`config.mk`:
```
export PLATFORM = sky130hd
export DESIGN_NAME = key_debounce8
export DESIGN_NICKNAME = d
export VERILOG_FILES = /design/src/rtl/key_debounce8.sv
export SDC_FILE = /design/constraint.sdc
export NUM_CORES = 1
export LEC_CHECK = 0
export CAP_MARGIN = 0
export CORE_ASPECT_RATIO = 0.8
export CORE_UTILIZATION = 35
export DETAILED_ROUTE_END_ITERATION = 16
export HOLD_SLACK_MARGIN = 0.08
export PLACE_DENSITY_LB_ADDON = 0.25
export SYNTH_ARGS = -nofsm -noshare
export SYNTH_HDL_FRONTEND = slang
export SYNTH_SLANG_ARGS = --single-unit
```
`constraint.sdc`:
```
create_clock -name clk -period 5.8 [get_ports clk]
set_input_delay 0.87 -clock clk [delete_from_list [all_inputs] [get_ports clk]]
set_output_delay 0.87 -clock clk [all_outputs]
set_load 0.05 [all_outputs]
```
`src/rtl/key_debounce8.sv`:
```
// Eight-channel key conditioner: 2-FF synchroniser, stable-time filter, press strobe and registered any_key.
// Define KEY_ACTIVE_LOW_EN for pull-up buttons (key_raw inverted before the synchroniser).

module key_debounce8_lane #(
    parameter int CNT_W      = 16,
    parameter int STABLE_CNT = 50000
) (
    input  logic clk,
    input  logic rst,
    input  logic sync,
    output logic level,
    output logic level_nxt,
    output logic press
);
    localparam logic [CNT_W-1:0] CNT_MAX = CNT_W'(STABLE_CNT - 1);

    logic [CNT_W-1:0] cnt, cnt_nxt;

    // The count only runs while the synced input disagrees with the level.
    // It is cleared whenever they agree, so it never passes CNT_MAX.
    always_comb begin
        level_nxt = level;
        cnt_nxt   = '0;
        if (sync != level) begin
            if (cnt == CNT_MAX) level_nxt = sync;
            else                cnt_nxt   = cnt + 1'b1;
        end
    end

    always_ff @(posedge clk or posedge rst) begin
        if (rst) begin
            cnt   <= '0;
            level <= 1'b0;
            press <= 1'b0;
        end else begin
            cnt   <= cnt_nxt;
            level <= level_nxt;
            press <= level_nxt & ~level;
        end
    end
endmodule

module key_debounce8 #(
    parameter int CNT_W      = 16,
    parameter int STABLE_CNT = 50000
) (
    input  logic       clk,
    input  logic       rst,
    input  logic [7:0] key_raw,
    output logic [7:0] key_out,
    output logic [7:0] key_press,
    output logic       any_key
);
    localparam int NUM_LANES = 8;

    logic [NUM_LANES-1:0] k, s1, s2, key_nxt;

`ifdef KEY_ACTIVE_LOW_EN
    assign k = ~key_raw;
`else
    assign k = key_raw;
`endif

    always_ff @(posedge clk or posedge rst) begin
        if (rst) begin
            s1 <= '0;
            s2 <= '0;
        end else begin
            s1 <= k;
            s2 <= s1;
        end
    end

    genvar i;
    generate
        for (i = 0; i < NUM_LANES; i++) begin : g_lane
            key_debounce8_lane #(
                .CNT_W      (CNT_W),
                .STABLE_CNT (STABLE_CNT)
            ) u_lane (
                .clk       (clk),
                .rst       (rst),
                .sync      (s2[i]),
                .level     (key_out[i]),
                .level_nxt (key_nxt[i]),
                .press     (key_press[i])
            );
        end
    endgenerate

    // Built from the next-state levels so any_key moves on the same edge as key_out.
    always_ff @(posedge clk or posedge rst) begin
        if (rst) any_key <= 1'b0;
        else     any_key <= |key_nxt;
    end
endmodule
```
==> results of run 1 <==
==> cells in the mapped netlist, types with 7 or more instances <==
master,count,area share (%)
buf_2,7,0.48
nor3b_1,8,0.83
nor2_1,133,6.9
nor4_1,9,0.78
mux2_2,7,1.1
nor3_1,10,0.69
nand4_1,26,2.2
xor2_1,58,7.0
xnor2_1,58,7.0
nand2_1,35,1.8
nor4bb_1,7,0.97
dfrtp_1,161,56
ha_1,8,1.4
nand3_1,52,3.6
buf_4,16,1.7
and3_1,33,2.9
==> where the power goes <==
group          switching [W]  internal [W]  total [W]
Sequential         0.0000158       0.00114    0.00116
Combinational      0.0000452     0.0000210  0.0000662
Clock               0.000444      0.000861    0.00131
Total               0.000505       0.00202    0.00253
==> sequential cells by signal, indices dropped and copies added (netlist names) <==
name / cells
g_lane.u_lane.cnt: 128
g_lane.u_lane.level: 8
g_lane.u_lane.press: 8
s1: 8
s2: 8
any_key: 1
==> kinds of logic after synthesis <==
logic type,count (synthesis)
simple gates,341
flops,161
xor+xnor,116
buf+inv,32
compound gates,8
mux,8
fa+ha+maj,8
==> metrics by stage <==
stage / power, W / hold slack (ns) / instances / worst slack, ns
floorplan: 0.001223 / 0.3312 / 674 / 0.5817
global placement: 0.001244 / 0.3353 / 938 / 3.044
detailed placement: 0.001248 / 0.3387 / 938 / 3.011
CTS: 0.002569 / 0.3531 / 970 / 3.223
global route: 0.002630 / 0.3578 / 970 / 3.185
finish: 0.002530 / 0.3500 / 970 / 3.246
==> cell type report <==
| type | count | area, um2 | share of cell area (%) |
|---|---|---|---|
| Clock buffer | 18 | 439.2 | 5.247 |
| Clock inverter | 14 | 260.3 | 3.110 |
| Inverter | 5 | 23.77 | 0.2840 |
| Multi-Input combinational cell | 481 | 3019 | 36.07 |
| Sequential cell | 161 | 4029 | 48.14 |
| Tap cell | 264 | 330.3 | 3.947 |
| Timing Repair Buffer | 27 | 267.8 | 3.199 |
==> per-layer routing <==
layer	wire [um]	vias to the layer above	global-route usage [%]
met5	0	-	0
met4	255	0	6.322
met3	375	19	3.125
met2	5948	69	21.13
met1	6668	2316	18.70
li1	-	2318	-
==> how the worst min path moves through the flow <==
| stage | startpoint | to | slack (ns) | depth (start not counted) |
|---|---|---|---|---|
| 2_1_floorplan | s1[0] | s2[0] | 0.33 | 0 |
| 3_3_place_gp | s1[4] | s2[4] | 0.34 | 0 |
| 3_5_place_dp | s1[7] | s2[7] | 0.34 | 0 |
| 4_1_cts | s1[7] | s2[7] | 0.35 | 0 |
| 5_1_grt | s1[5] | s2[5] | 0.36 | 0 |
| 6_report | s1[7] | s2[7] | 0.35 | 0 |
==> results by group, run 1 <==
Setup path
  – CP Depth: 1
  – R2R Setup Slk: 3.60 ns
  – Worst path bufs/invs: 1
  – Reg2reg end: any_key
  – CP max FO: 4
  – Slowest cell delay on critical path: roughly 0.84 ns
  – Crit start category: register
  – Critical R2R Launch: g_lane[2].u_lane.cnt[0]
  – Worst path top cell family by delay: buffers and inverters
  – Slowest library cell on the worst path: clkdlybuf4s50_1
  – CP Cell Sequence: clkdlybuf4s50_1
  – CP endpoint kind: output port
  – WP data required: 4.93 ns
  – Crit path DAT: 1.68 ns
  – Kind of critical path: reg2out
  – Launch point of the worst path: g_lane[4].u_lane.level
  – CP Capture Point: key_out[4]
  – R2R depth: 6

Timing
  – Setup-failing EPs final: 0
  – Worst slew pin tran: 1.067 ns
  – RSZ-0062 raised after global routing: no
  – Fmax: roughly 390 MHz
  – Post-layout minimum cycle time: ~2.6 ns
  – Final hold violations: 0
  – Slew headroom: between 20% and 30%
  – Clk_skew: ~0.0082 ns
  – Final period util: 44.03%
  – Setup TNS: 0 ns
  – Fin. max-slew vios: 0

Logic synthesis
  – Mapped cell area: between 7000 and 8000 um2
  – Synthesized Nets: between 600 and 700
  – Top_reg_cell synth: dfrtp_1
  – Avg Synthesized Cell Area: 10.74 um2
  – Post-Synth XOR/XNOR Area: 14.04%
  – Post-synth EDFFs: 0
  – Seq/Total Area, Yosys: 55.67%
  – Ys Warns: 0
  – Seq cells post-synth: ~160
  – Synth Area in Adders: 1.383%
  – Synth unique cells: 29
  – Ys async rst share: 100.0%
  – Mux share of post-synthesis cell area: 1.297%
  – Main combinational cell family by area after synthesis: simple AND/OR/NAND/NOR gates
  – Simple-Gate Fraction of Synth Area: 24.45%
  – Gate Count Post-Synth: 674
  – Compound-Gate Fraction of Synth Area: 0.5533%

CTS
  – # clock sinks: between 150 and 200
  – CTS max path bufs: 2
  – Clock latency on the worst-skew pair: 0.42 ns
  – Setup Buffers After CTS: 0
  – CTS HTree Levels: 4
  – CTS root buf: clkbuf_16
  – CTS tree: yes
  – CTS Hold Bufs: 0
  – TritonCTS Buffers: 17
  – Gates resized, CTS repair: 0
  – Clock slew at reported path FFs: 0.06 ns

Placed design
  – Port bufs: 26
  – Gp weighted congestion: between 0.7 and 0.8
  – Cell Area, Placed: 7670 um2
  – Final HPWL DP: 9023 um

Pwr
  – Max VDD drop: roughly 0.19 mV
  – Lkg Pwr: 3.631 nW
  – Power Density: just over 300 nW/um2

Drt
  – Post-route ant nets: 0
  – Drt initial violations: 300
  – Via/cell ratio: 4.868
  – TritonRoute pass-1 iters: 4
  – DR DRC count: 0
  – Routed via count: roughly 4700
  – DR WL/cell: 13.66 um
  – Routed wire length: 13250 um

Global routing
  – Congestion Overflow GR: 0
  – First-pass GRT wire length: approximately 23000 um
  – Total global-route track usage: 13.79%
  – Vias in the first global route: 4850
  – Largest net degree at the start of global routing: between 100 and 150
  – Initial antenna violation count: 0

Cells and area
  – Area Overhead vs Synth: 15.65%
  – Cell area after layout: 8369 um2
  – Most frequent cells in the layout: dfrtp_1, nor2_1, xor2_1, xnor2_1, nand3_1
  – N_diodes: 0
  – Utilization after layout: between 40% and 50%
  – Final layout net count: 711
  – Share of cells above drive strength 1: 7.507%
  – Commonest non-fill, non-tap cell in the layout: dfrtp_1
  – FILL cells: 1879

Run status
  – Status: complete, no violations

Die
  – Die span in y: approximately 130 um
  – Core Region: 20030 um2
  – Starting Density: 36.13%
  – Placement Rows: 46
  – I/O Pins: 27
  – Die W: 162.8 um
  – Die Footprint: approximately 21000 um2

Hold path
  – Hold Crit Class: reg2reg

Flow run
  – Max_cap viols: 0
No activity file was read; power rests on OpenSTA's default activity.
==> run 2: changes to the inputs <==
==> constraint.sdc (replaced) <==
create_clock -name clk -period 2.45 [get_ports clk]
set_input_delay 0.3675 -clock clk [delete_from_list [all_inputs] [get_ports clk]]
set_output_delay 0.3675 -clock clk [all_outputs]
set_load 0.05 [all_outputs]
==> results by group, run 2 (synthesis gave the netlist of run 1 again) <==
Run status
  – Status: complete, no violations

Drt
  – Post-route ant nets: 0
  – Drt initial violations: 270
  – Routed via count: approximately 4700
  – DR WL/cell: 13.30 um
  – TritonRoute pass-1 iters: 4
  – Routed wire length: 12880 um
  – Via/cell ratio: between 4 and 5
  – DR DRC count: 0

Die
  – Starting Density: a little over a third
  – Die W: 162.8 um
  – Placement Rows: 46
  – Die span in y: 130.6 um
  – Core Region: 20030 um2
  – Die Footprint: ~21000 um2
  – I/O Pins: 27

Setup path
  – R2R Setup Slk: 0.49 ns
  – Worst path top cell family by delay: buffers and inverters
  – Worst path bufs/invs: 1
  – WP data required: 2.08 ns
  – Kind of critical path: reg2out
  – CP endpoint kind: output port
  – CP max FO: 4
  – R2R depth: 6
  – Crit start category: register
  – CP Cell Sequence: clkdlybuf4s50_1
  – Critical R2R Launch: g_lane[6].u_lane.cnt[0]
  – Slowest cell delay on critical path: approximately 0.85 ns
  – Crit path DAT: 1.71 ns
  – Reg2reg end: any_key
  – Slowest library cell on the worst path: clkdlybuf4s50_1

Timing
  – RSZ-0062 raised after global routing: no
  – Setup-failing EPs final: 0
  – Final hold violations: 0
  – Final period util: 84.90%
  – Clk_skew: 0.007992 ns
  – Slew headroom: 53.38%
  – Worst slew pin tran: 0.6928 ns
  – Post-layout minimum cycle time: 2.080 ns
  – Fin. max-slew vios: 0
  – Setup TNS: 0 ns
  – Fmax: approximately 480 MHz

Global routing
  – Largest net degree at the start of global routing: 75
  – Congestion Overflow GR: 0
  – Vias in the first global route: 4609
  – Initial antenna violation count: 0
  – First-pass GRT wire length: around 23000 um
  – Total global-route track usage: between 10% and 20%

Hold path
  – Hold Crit Class: in2async

Cells and area
  – Most frequent cells in the layout: dfrtp_1, nor2_1, xor2_1, xnor2_1, nand3_1
  – Final layout net count: 713
  – Area Overhead vs Synth: 14.56%
  – Largest Register: g_lane.u_lane.cnt
  – Share of cells above drive strength 1: 6.960%
  – Max reg flops: 128
  – Commonest non-fill, non-tap cell in the layout: dfrtp_1
  – Utilization after layout: 41.39%
  – N_diodes: 0

Pwr
  – Lkg Pwr: 3.597 nW
  – Power Density: 668.5 nW/um2
  – Max VDD drop: between 0.3 and 0.4 mV

CTS
  – CTS HTree Levels: 4
  – Gates resized, CTS repair: 0
  – Clock latency on the worst-skew pair: 0.42 ns
  – Setup Buffers After CTS: 0
  – CTS tree: yes
  – Clock slew at reported path FFs: roughly 0.06 ns
  – CTS Hold Bufs: 0
  – CTS max path bufs: 2
  – TritonCTS Buffers: 17
  – CTS root buf: clkbuf_16
  – # clock sinks: approximately 160

Placed design
  – Port bufs: 26
  – Gp weighted congestion: ~0.83
  – Final HPWL DP: 8808 um

Flow run
  – Max_cap viols: 0
-- run 2: per-stage QoR --
stage	area [um2]	power, W	setup slack (ns)	std cells	hold slack, ns
final	8290	0.005542	0.3698	968	0.2508
after CTS	8290	0.005640	0.3427	968	0.2443
after floorplan	7241	0.002895	0.03967	674	0.3312
after detailed placement	7709	0.002959	0.4992	940	0.3347
after global placement	7709	0.002953	0.5502	940	0.3325
after global routing	8290	0.005787	0.3186	968	0.2620
-- run 2: power breakdown --
part	leakage [nW]	switching, W	total (W)	internal [W]
registers	2.19	0.0000373	0.00274	0.00271
clock network	0.284	0.000979	0.00264	0.00166
logic	1.12	0.000107	0.000163	0.0000560
total	3.60	0.00112	0.00554	0.00442
-- run 2: routing by layer --
metal  wire length [um]  GRT usage (%)
met5                  0              0
met4                142          4.618
met3                433          3.535
met2               5550          19.20
met1               6750          19.65
-- run 2: how the worst max path moves through the flow --
stage                 end                     start  cells after the start
2_1_floorplan     any_key                       rst                      1
3_3_place_gp      any_key  g_lane[7].u_lane.cnt[10]                      5
3_5_place_dp      any_key   g_lane[6].u_lane.cnt[0]                      6
4_1_cts        key_out[2]    g_lane[2].u_lane.level                      1
5_1_grt        key_out[7]    g_lane[7].u_lane.level                      1
6_report       key_out[7]    g_lane[7].u_lane.level                      1
-- run 2: cell type report --
cell class	instances	area [um2]
fillers	1918	11740
flip-flops and latches	161	4029
multi-input cells	481	3019
clock buffers	22	474.2
well taps	264	330.3
repair buffers	29	307.8
clock inverters	6	107.6
inverters	5	22.52
==> run 3: changes to the inputs <==
==> constraint.sdc (replaced) <==
create_clock -name clk -period 2.1 [get_ports clk]
set_input_delay 0.315 -clock clk [delete_from_list [all_inputs] [get_ports clk]]
set_output_delay 0.315 -clock clk [all_outputs]
set_load 0.05 [all_outputs]
==> results by group, run 3 (synthesis gave the netlist of run 1 again) <==
CTS
  – TritonCTS Buffers: 17
  – Clock slew at reported path FFs: 0.06 ns
  – Setup Buffers After CTS: 0
  – # clock sinks: ~160
  – CTS HTree Levels: 4
  – CTS max path bufs: 2
  – Gates resized, CTS repair: 0
  – CTS root buf: clkbuf_16
  – CTS Hold Bufs: 0
  – Clock latency on the worst-skew pair: 0.42 ns
  – CTS tree: yes

Timing
  – Worst slew pin tran: 0.6889 ns
  – Slew headroom: approximately 54%
  – Fmax: 494.0 MHz
  – Post-layout minimum cycle time: 2.024 ns
  – Final hold violations: 0
  – RSZ-0062 raised after global routing: no
  – Setup-failing EPs final: 0
  – Fin. max-slew vios: 0
  – Final period util: 96.40%
  – Clk_skew: 0.007573 ns

Run status
  – Status: complete, no violations

Setup path
  – Slowest cell delay on critical path: 0.85 ns
  – Kind of critical path: reg2out
  – Crit path DAT: around 1.7 ns
  – CP max FO: 4
  – CP endpoint kind: output port
  – Worst path top cell family by delay: buffers and inverters
  – WP data required: 1.78 ns
  – Worst path bufs/invs: 1
  – CP Cell Sequence: clkdlybuf4s50_1
  – Crit start category: register
  – Slowest library cell on the worst path: clkdlybuf4s50_1

Cells and area
  – Fin cells: 977
  – Commonest non-fill, non-tap cell in the layout: dfrtp_1
  – Cell area after layout: between 8000 and 9000 um2
  – Area Overhead vs Synth: 14.64%
  – Share of cells above drive strength 1: 7.854%
  – Final layout net count: about 720
  – Largest Register: g_lane.u_lane.cnt
  – Most frequent cells in the layout: dfrtp_1, nor2_1, xor2_1, xnor2_1, nand3_1
  – Max reg flops: 128
  – N_diodes: 0

Pwr
  – Lkg Pwr: 3.605 nW
  – Internal power: 0.004915 W
  – Sw Ratio: 21.85%
  – Sequential Power Share: 50.9%
  – Power Density: 758.0 nW/um2
  – Clock power frac: a little under half
  – Max VDD drop: 0.4240 mV
  – Psw: 0.001374 W
  – Combinational share of power: 3.1%

Placed design
  – Placed insts: 944
  – Final HPWL DP: between 9000 and 10000 um
  – Port bufs: 26
  – Cell Area, Placed: slightly below 8000 um2
  – Gp weighted congestion: 0.7982

Drt
  – Post-route ant nets: 0
  – TritonRoute pass-1 iters: 4
  – Via/cell ratio: 4.861
  – DR DRC count: 0
  – Routed via count: 4749
  – DR WL/cell: 13.51 um
  – Drt initial violations: approximately 250
  – Routed wire length: 13200 um

Global routing
  – Vias in the first global route: 4723
  – Largest net degree at the start of global routing: 51
  – Congestion Overflow GR: 0
  – Initial antenna violation count: 0
  – First-pass GRT wire length: around 23000 um
  – Total global-route track usage: 13.67%

Hold path
  – Hold Crit Class: in2async

Die
  – Die span in y: 130.6 um
  – Die W: 162.8 um
  – Die Footprint: 21260 um2
  – Starting Density: a little over a third
  – I/O Pins: 27
  – Placement Rows: 46
  – Core Region: around 20000 um2

Flow run
  – Max_cap viols: 0
==> run 3: changes by cell type in the layout (fill, tap and decap cells not counted), sizes merged <==
cell,delta
bufinv,-2
clkinv,+3
clkinvlp,+1
inv,+1
buf,+5
clkbuf,+1
==> run 3: worst register-to-register path: stages (launching register included) <==
cell	delay, ns
dfrtp_1	0.40
ha_1	0.24
and3_1	0.22
nand4_1	0.15
mux2_2	0.39
nor4_1	0.34
nand2_1	0.09
==> run 3: path summary, 6_finish.rpt <==
path / from / cells past startpoint / slack [ns] / end
max: g_lane[7].u_lane.level / 1 / 0.08 / key_out[7]
min: rst / 2 / 0.23 / g_lane[7].u_lane.cnt[1]
max reg2reg: g_lane[6].u_lane.cnt[0] / 6 / 0.15 / any_key
min reg2reg: s1[5] / 0 / 0.35 / s2[5]
max in group asynchronous: rst / 3 / 1.21 / s1[3]
min in group clk: key_raw[7] / 1 / 0.33 / s1[7]
==> run 3: per-stage QoR <==
stage / TNS (ns) / power [W] / hold slack, ns / setup slack, ns / utilization, %
after floorplan: -41.51 / 0.003378 / 0.3312 / -0.2578 / -
after global placement: 0 / 0.003448 / 0.3321 / 0.1721 / 38.64
after detailed placement: 0 / 0.003458 / 0.3358 / 0.09335 / 38.64
after CTS: 0 / 0.006388 / 0.2201 / 0.04813 / 41.39
after global routing: 0 / 0.006556 / 0.2426 / 0.003138 / 41.42
final: 0 / 0.006289 / 0.2254 / 0.07560 / 41.42
==> run 3: routing by layer <==
metal,routed length (um),share of wire (%),track usage (%),vias to the layer above
li1,-,-,-,2331
met1,6811,52,19.18,2338
met2,5767,44,20.43,67
met3,455,3.4,3.788,13
met4,164,1.2,4.453,0
met5,0,0,0,-
==> run 3: power by group through the flow <==
stage / logic (W) / registers [W] / clock network [W]
after detailed placement: 0.000202 / 0.00326 / 0
after global placement: 0.000197 / 0.00325 / 0
final: 0.000195 / 0.00320 / 0.00289
after global routing: 0.000226 / 0.00321 / 0.00312
after floorplan: 0.000134 / 0.00324 / 0
after CTS: 0.000203 / 0.00320 / 0.00299
==> run 3: final cells by class <==
| class | count | area (um2) |
|---|---|---|
| clock inverter | 9 | 82.58 |
| fill | 1920 | 11730 |
| clock buffer | 23 | 467.9 |
| sequential | 161 | 4029 |
| tap | 264 | 330.3 |
| inverter | 5 | 22.52 |
| multi-input combinational | 481 | 3019 |
| timing repair buffer | 34 | 345.3 |
==> RTL change 1 (config.mk and constraints of run 3) <==
`CNT_W` is set to 16 in 2 places; all go to 32.
--- a/src/rtl/key_debounce8.sv
+++ b/src/rtl/key_debounce8.sv
@@ -2,7 +2,7 @@
 // Define KEY_ACTIVE_LOW_EN for pull-up buttons (key_raw inverted before the synchroniser).
 
 module key_debounce8_lane #(
-    parameter int CNT_W      = 16,
+    parameter int CNT_W      = 32,
     parameter int STABLE_CNT = 50000
 ) (
     input  logic clk,
@@ -41,7 +41,7 @@
 endmodule
 
 module key_debounce8 #(
-    parameter int CNT_W      = 16,
+    parameter int CNT_W      = 32,
     parameter int STABLE_CNT = 50000
 ) (
     input  logic       clk,
Behaviour: same outputs for any inputs over 10 cycles, from zero or initial values and one cycle with rst high; that may be too few to reach the edited logic, so the function may still have changed.
==> RTL change 1 against run 3 <==
Routed wire length up 140%; design area up 110%; clock power up 100%; area after synthesis up 95%; sequential cell count up 128; worst hold slack worse by 0.044 ns; total power up 90%; register-to-register slack worse by 0.15 ns; sequential share of layout area down 7.9 points; setup slack worse by 0.075 ns; sequential power up 77%; critical endpoint is now any_key.
==> RTL change 1: results (changes against run 3) <==
Clock Skew: 0.00813 ns (+0.000560 ns)
Status: finished clean
Sequential area share after synthesis: 0.511 (-0.0453)
Post-Synth XOR/XNOR Area: 0.142 (+0.00207)
R2r worst-path depth: 6 (unchanged)
CTS Buffer Depth: 3 (+1)
Maximum vdd drop: 0.000470 V (+11%)
Largest net degree at the start of global routing: 85 (+67%)
Fillers: 3818 (+99%)
Syn nets: 1474 (+110%)
Worst skew pair latency: 0.57 ns (+0.15 ns)
Post-synth top cells: 289 x dfrtp_1, 263 x nor2_1, 121 x xnor2_1, 109 x xor2_1, 90 x nand3_1
Minimum hold slack: 0.181 ns (-0.0439 ns)
Critical path endpoint: any_key
Mux contribution to synthesized area: 0 (-0.0130)
Core Util, Final: 0.449 (+0.0348)
Worst Path Arrival: 2.55 ns (+0.84 ns)
HP Class: input pin to flip-flop
Drt initial violations: 610 (+150%)
Detailed-route via count: 10900 (+130%)
Pre-CTS WS: -0.451 ns (-0.545 ns)
Max incr delay on CP: 0.42 ns (-0.43 ns)
Final min period: 2.10 ns (+0.0754 ns)
DR WL/cell: 14.4 microns (+6.6%)
Antenna diode count: 0 (unchanged)
Worst setup SP type: flip-flop
Inserted Clock Buffers: 31 (+14)
Port buffer count: 26 (unchanged)
Via/cell ratio: 4.96 (+2.1%)
Crit-path leading delay family: simple AND/OR/NAND/NOR gates
First-pass GRT wire length: 54000 microns (+140%)
Placed instance area: 16300 sq um (+110%)
Async set-reset flop share out of synthesis: 1.00 (unchanged)
Synthesized instance count: 1456 (+120%)
Design Area, Final: 17800 sq um (+110%)
Top post-synthesis cells by area: dfrtp_1 51%, xnor2_1 7.5%, nor2_1 7.0%
Relative slew slack: 0.565 (+0.0284)
Share of layout cells above drive strength 1: 0.179 (+0.100)
Hold Startpoint: key_raw[6]
Compound-Gate Fraction of Synth Area: 0.0199 (+0.0144)
Drt pass-1 iters: 5 (+1)
Final Net Count: 1653 (+130%)
Placed Cells: 2130 (+130%)
Synth cell types: 40 (+38%)
H-tree lvl count: 1 (-3)
Max reg flops: 256 (+100%)
Post-synthesis adder-cell area fraction: 0.00708 (-0.00675)
Placer Congestion: 0.791 (-0.85%)
Slowest CP cell: or3_4
Leak: 7.67 nW (+110%)
DP Wirelength: 20600 microns (+130%)
Crit Path Max Fanout: 2 (-2)
Total GRT Usage: 0.157 (+0.0204)
CTS root buf: clkbuf_16
Worst reg2reg startpoint: g_lane[6].u_lane.cnt[20]
## RTL change 1: cell types whose count changed in the layout (fill, tap and decap cells not counted), moves of 26 or more
cell,change
buf_4,+159
xor2_1,+51
nor3_1,+44
xnor2_1,+63
nor4_1,+47
inv_1,+26
and4_1,+38
dfrtp_1,+128
nand3_1,+36
nand2_1,+47
nand4_1,+49
nor2_1,+130
## RTL change 1: report_power, final
group	switching (mW)	internal, mW
clock	2.26	3.59
combinational	0.257	0.161
sequential	0.0440	5.62
## RTL change 1: cell type report
cell class | instances | area (sq um) | area share
Inverter | 31 | 120 | 0.00675
Sequential cell | 289 | 7230 | 0.407
Tap cell | 536 | 671 | 0.0377
Clock inverter | 11 | 180 | 0.0101
Multi-Input combinational cell | 1069 | 6710 | 0.378
Timing Repair Buffer | 213 | 1960 | 0.110
Clock buffer | 46 | 912 | 0.0513
## RTL change 1: worst register-to-register path, delay by kind of cell, from the launching register on
kind | cells | cell delay (ns)
compound gates | 1 | 0.37
buf+inv | 1 | 0.17
flops | 1 | 0.40
simple gates | 4 | 1.06
## RTL change 1: metal layers
| metal | GRT usage | share of wire |
|---|---|---|
| met3 | 0.0236 | 0.028 |
| met2 | 0.237 | 0.44 |
| met1 | 0.237 | 0.51 |
| met4 | 0.0305 | 0.017 |
| met5 | 0 | 0 |
## RTL change 1: repair_timing
| action | CTS | global route |
|---|---|---|
| gates cloned | 1 | 4 |
| setup endpoints to repair | 41 | 190 |
| gates resized for setup | 26 | 32 |
| setup buffers | 1 | 2 |
| hold endpoints to repair | 0 | 0 |
| pin swaps | 5 | 9 |
==> RTL change 2 (config.mk and constraints of run 3) <==
Made on the original files. Reset style: synchronous (`rst`), changed in 3 clocked blocks.
--- a/src/rtl/key_debounce8.sv
+++ b/src/rtl/key_debounce8.sv
@@ -27,7 +27,7 @@
         end
     end
 
-    always_ff @(posedge clk or posedge rst) begin
+    always_ff @(posedge clk) begin
         if (rst) begin
             cnt   <= '0;
             level <= 1'b0;
@@ -61,7 +61,7 @@
     assign k = key_raw;
 `endif
 
-    always_ff @(posedge clk or posedge rst) begin
+    always_ff @(posedge clk) begin
         if (rst) begin
             s1 <= '0;
             s2 <= '0;
@@ -89,7 +89,7 @@
     endgenerate
 
     // Built from the next-state levels so any_key moves on the same edge as key_out.
-    always_ff @(posedge clk or posedge rst) begin
+    always_ff @(posedge clk) begin
         if (rst) any_key <= 1'b0;
         else     any_key <= |key_nxt;
     end
Function: same outputs for any inputs over 10 cycles, from zero or initial values and one cycle with rst high; that may be too few to reach the edited logic, so the function may still have changed.
==> RTL change 2 against run 3 <==
Routed wire length decreased by 8.2%; setup slack got worse by 0.0097 ns; synthesized cell count increased by 6.5%; core utilization increased by 0.74 points; critical path depth unchanged; sequential cell count unchanged; area after synthesis decreased by 9.2%; design area decreased by 7.1%; die area decreased by 9.0%; critical path type unchanged; highest routed layer unchanged.
Power is not compared: it rests on default switching activity, and its combinational part moved more than twofold at a synthesized area within 25%.
==> RTL change 2: results (changes against run 3) <==
DP Wirelength: 8560 microns (-5.8%)
First-pass GRT wire length: 21000 microns (-8.4%)
Total GRT Usage: 0.136 (-0.000685)
Drt initial violations: 282 (+15%)
DR WL/cell: 12.1 microns (-11%)
Share of layout cells above drive strength 1: 0.0560 (-0.0225)
Final Net Count: 756 (+5.3%)
Sequential area share after synthesis: 0.490 (-0.0664)
Largest net degree at the start of global routing: 31 (-39%)
Pre-CTS WS: 0.0901 ns (-0.00321 ns)
Worst reg2reg startpoint: g_lane[1].u_lane.cnt[13]
HP Class: input pin to flip-flop
Synth cell types: 32 (+10%)
Worst Path Arrival: 1.72 ns
Placed Cells: 972 (+3.0%)
Via/cell ratio: 4.71 (-3.1%)
Synthesized instance count: 718 (+6.5%)
Clock Skew: 0.00640 ns (-0.00118 ns)
H-tree lvl count: 4 (unchanged)
CP Launch Point: g_lane[7].u_lane.level
Post-synth top cells: 161 x dfxtp_1, 141 x nor2_1, 57 x xnor2_1, 55 x xor2_1, 40 x nand2_1
Final wirelength: 12100 microns (-8.2%)
Drt pass-1 iters: 5 (+1)
CTS root buf: clkbuf_16
Top post-synthesis cells by area: dfxtp_1 49%, nor2_1 8.1%, xnor2_1 7.6%
Initial antenna violation count: 0 (unchanged)
Status: finished clean
Vias in the first global route: 4593 (-2.8%)
Placer Congestion: 0.795 (-0.40%)
[RTL change 2: changes by cell type in the layout (fill, tap and decap cells not counted), sizes merged, moves of 9 or more]
cell / before / now
and3: 35 / 25
and4: 4 / 15
dfrtp: 161 / 0
dfxtp: 0 / 161
inv: 5 / 14
nand3: 52 / 39
nor2b: 0 / 17
nor3: 10 / 24
[RTL change 2: through the flow]
stage	instance area, sq um	hold WS, ns
after floorplan	6570	0.413
after global placement	7020	0.425
after detailed placement	7020	0.428
after CTS	7710	0.371
after global routing	7710	0.410
final	7710	0.379
[RTL change 2: final timing paths]
path | slack [ns] | endpoint | cells past startpoint
hold reg to reg | 0.44 | g_lane[0].u_lane.cnt[0] | 1
hold / removal | 0.38 | g_lane[6].u_lane.level | 2
setup / recovery | 0.07 | key_out[7] | 1
setup reg to reg | 0.09 | any_key | 5
[RTL change 2: power groups by stage]
| stage | sequential [mW] | clock (mW) | combinational [mW] |
|---|---|---|---|
| 4_1_cts | 3.08 | 3.62 | 0.0784 |
| 3_3_place_gp | 3.15 | 0 | 0.0763 |
| 3_5_place_dp | 3.15 | 0 | 0.0774 |
| 6_report | 3.08 | 3.52 | 0.0755 |
| 5_1_grt | 3.08 | 3.76 | 0.0856 |
| 2_1_floorplan | 3.15 | 0 | 0.0466 |
[RTL change 2: logic make-up after synthesis]
logic type	synth area share
simple gates	0.283
flops	0.490
xor+xnor	0.149
buf+inv	0.0362
compound gates	0.0129
mux	0.0128
fa+ha+maj	0.0152
[RTL change 2: layout make-up]
| type | count | area [sq um] | share of cell area |
|---|---|---|---|
| clock inverters | 9 | 201 | 0.0261 |
| multi-input cells | 510 | 3110 | 0.404 |
| flip-flops and latches | 161 | 3220 | 0.418 |
| well taps | 253 | 317 | 0.0411 |
| repair buffers | 34 | 315 | 0.0409 |
| inverters | 14 | 52.6 | 0.00682 |
| clock buffers | 22 | 484 | 0.0628 |
[RTL change 2: per-layer routing]
metal | share of wire | global-route usage
met1 | 0.48 | 0.169
met2 | 0.47 | 0.222
met3 | 0.033 | 0.0404
met4 | 0.011 | 0.0496
met5 | 0 | 0
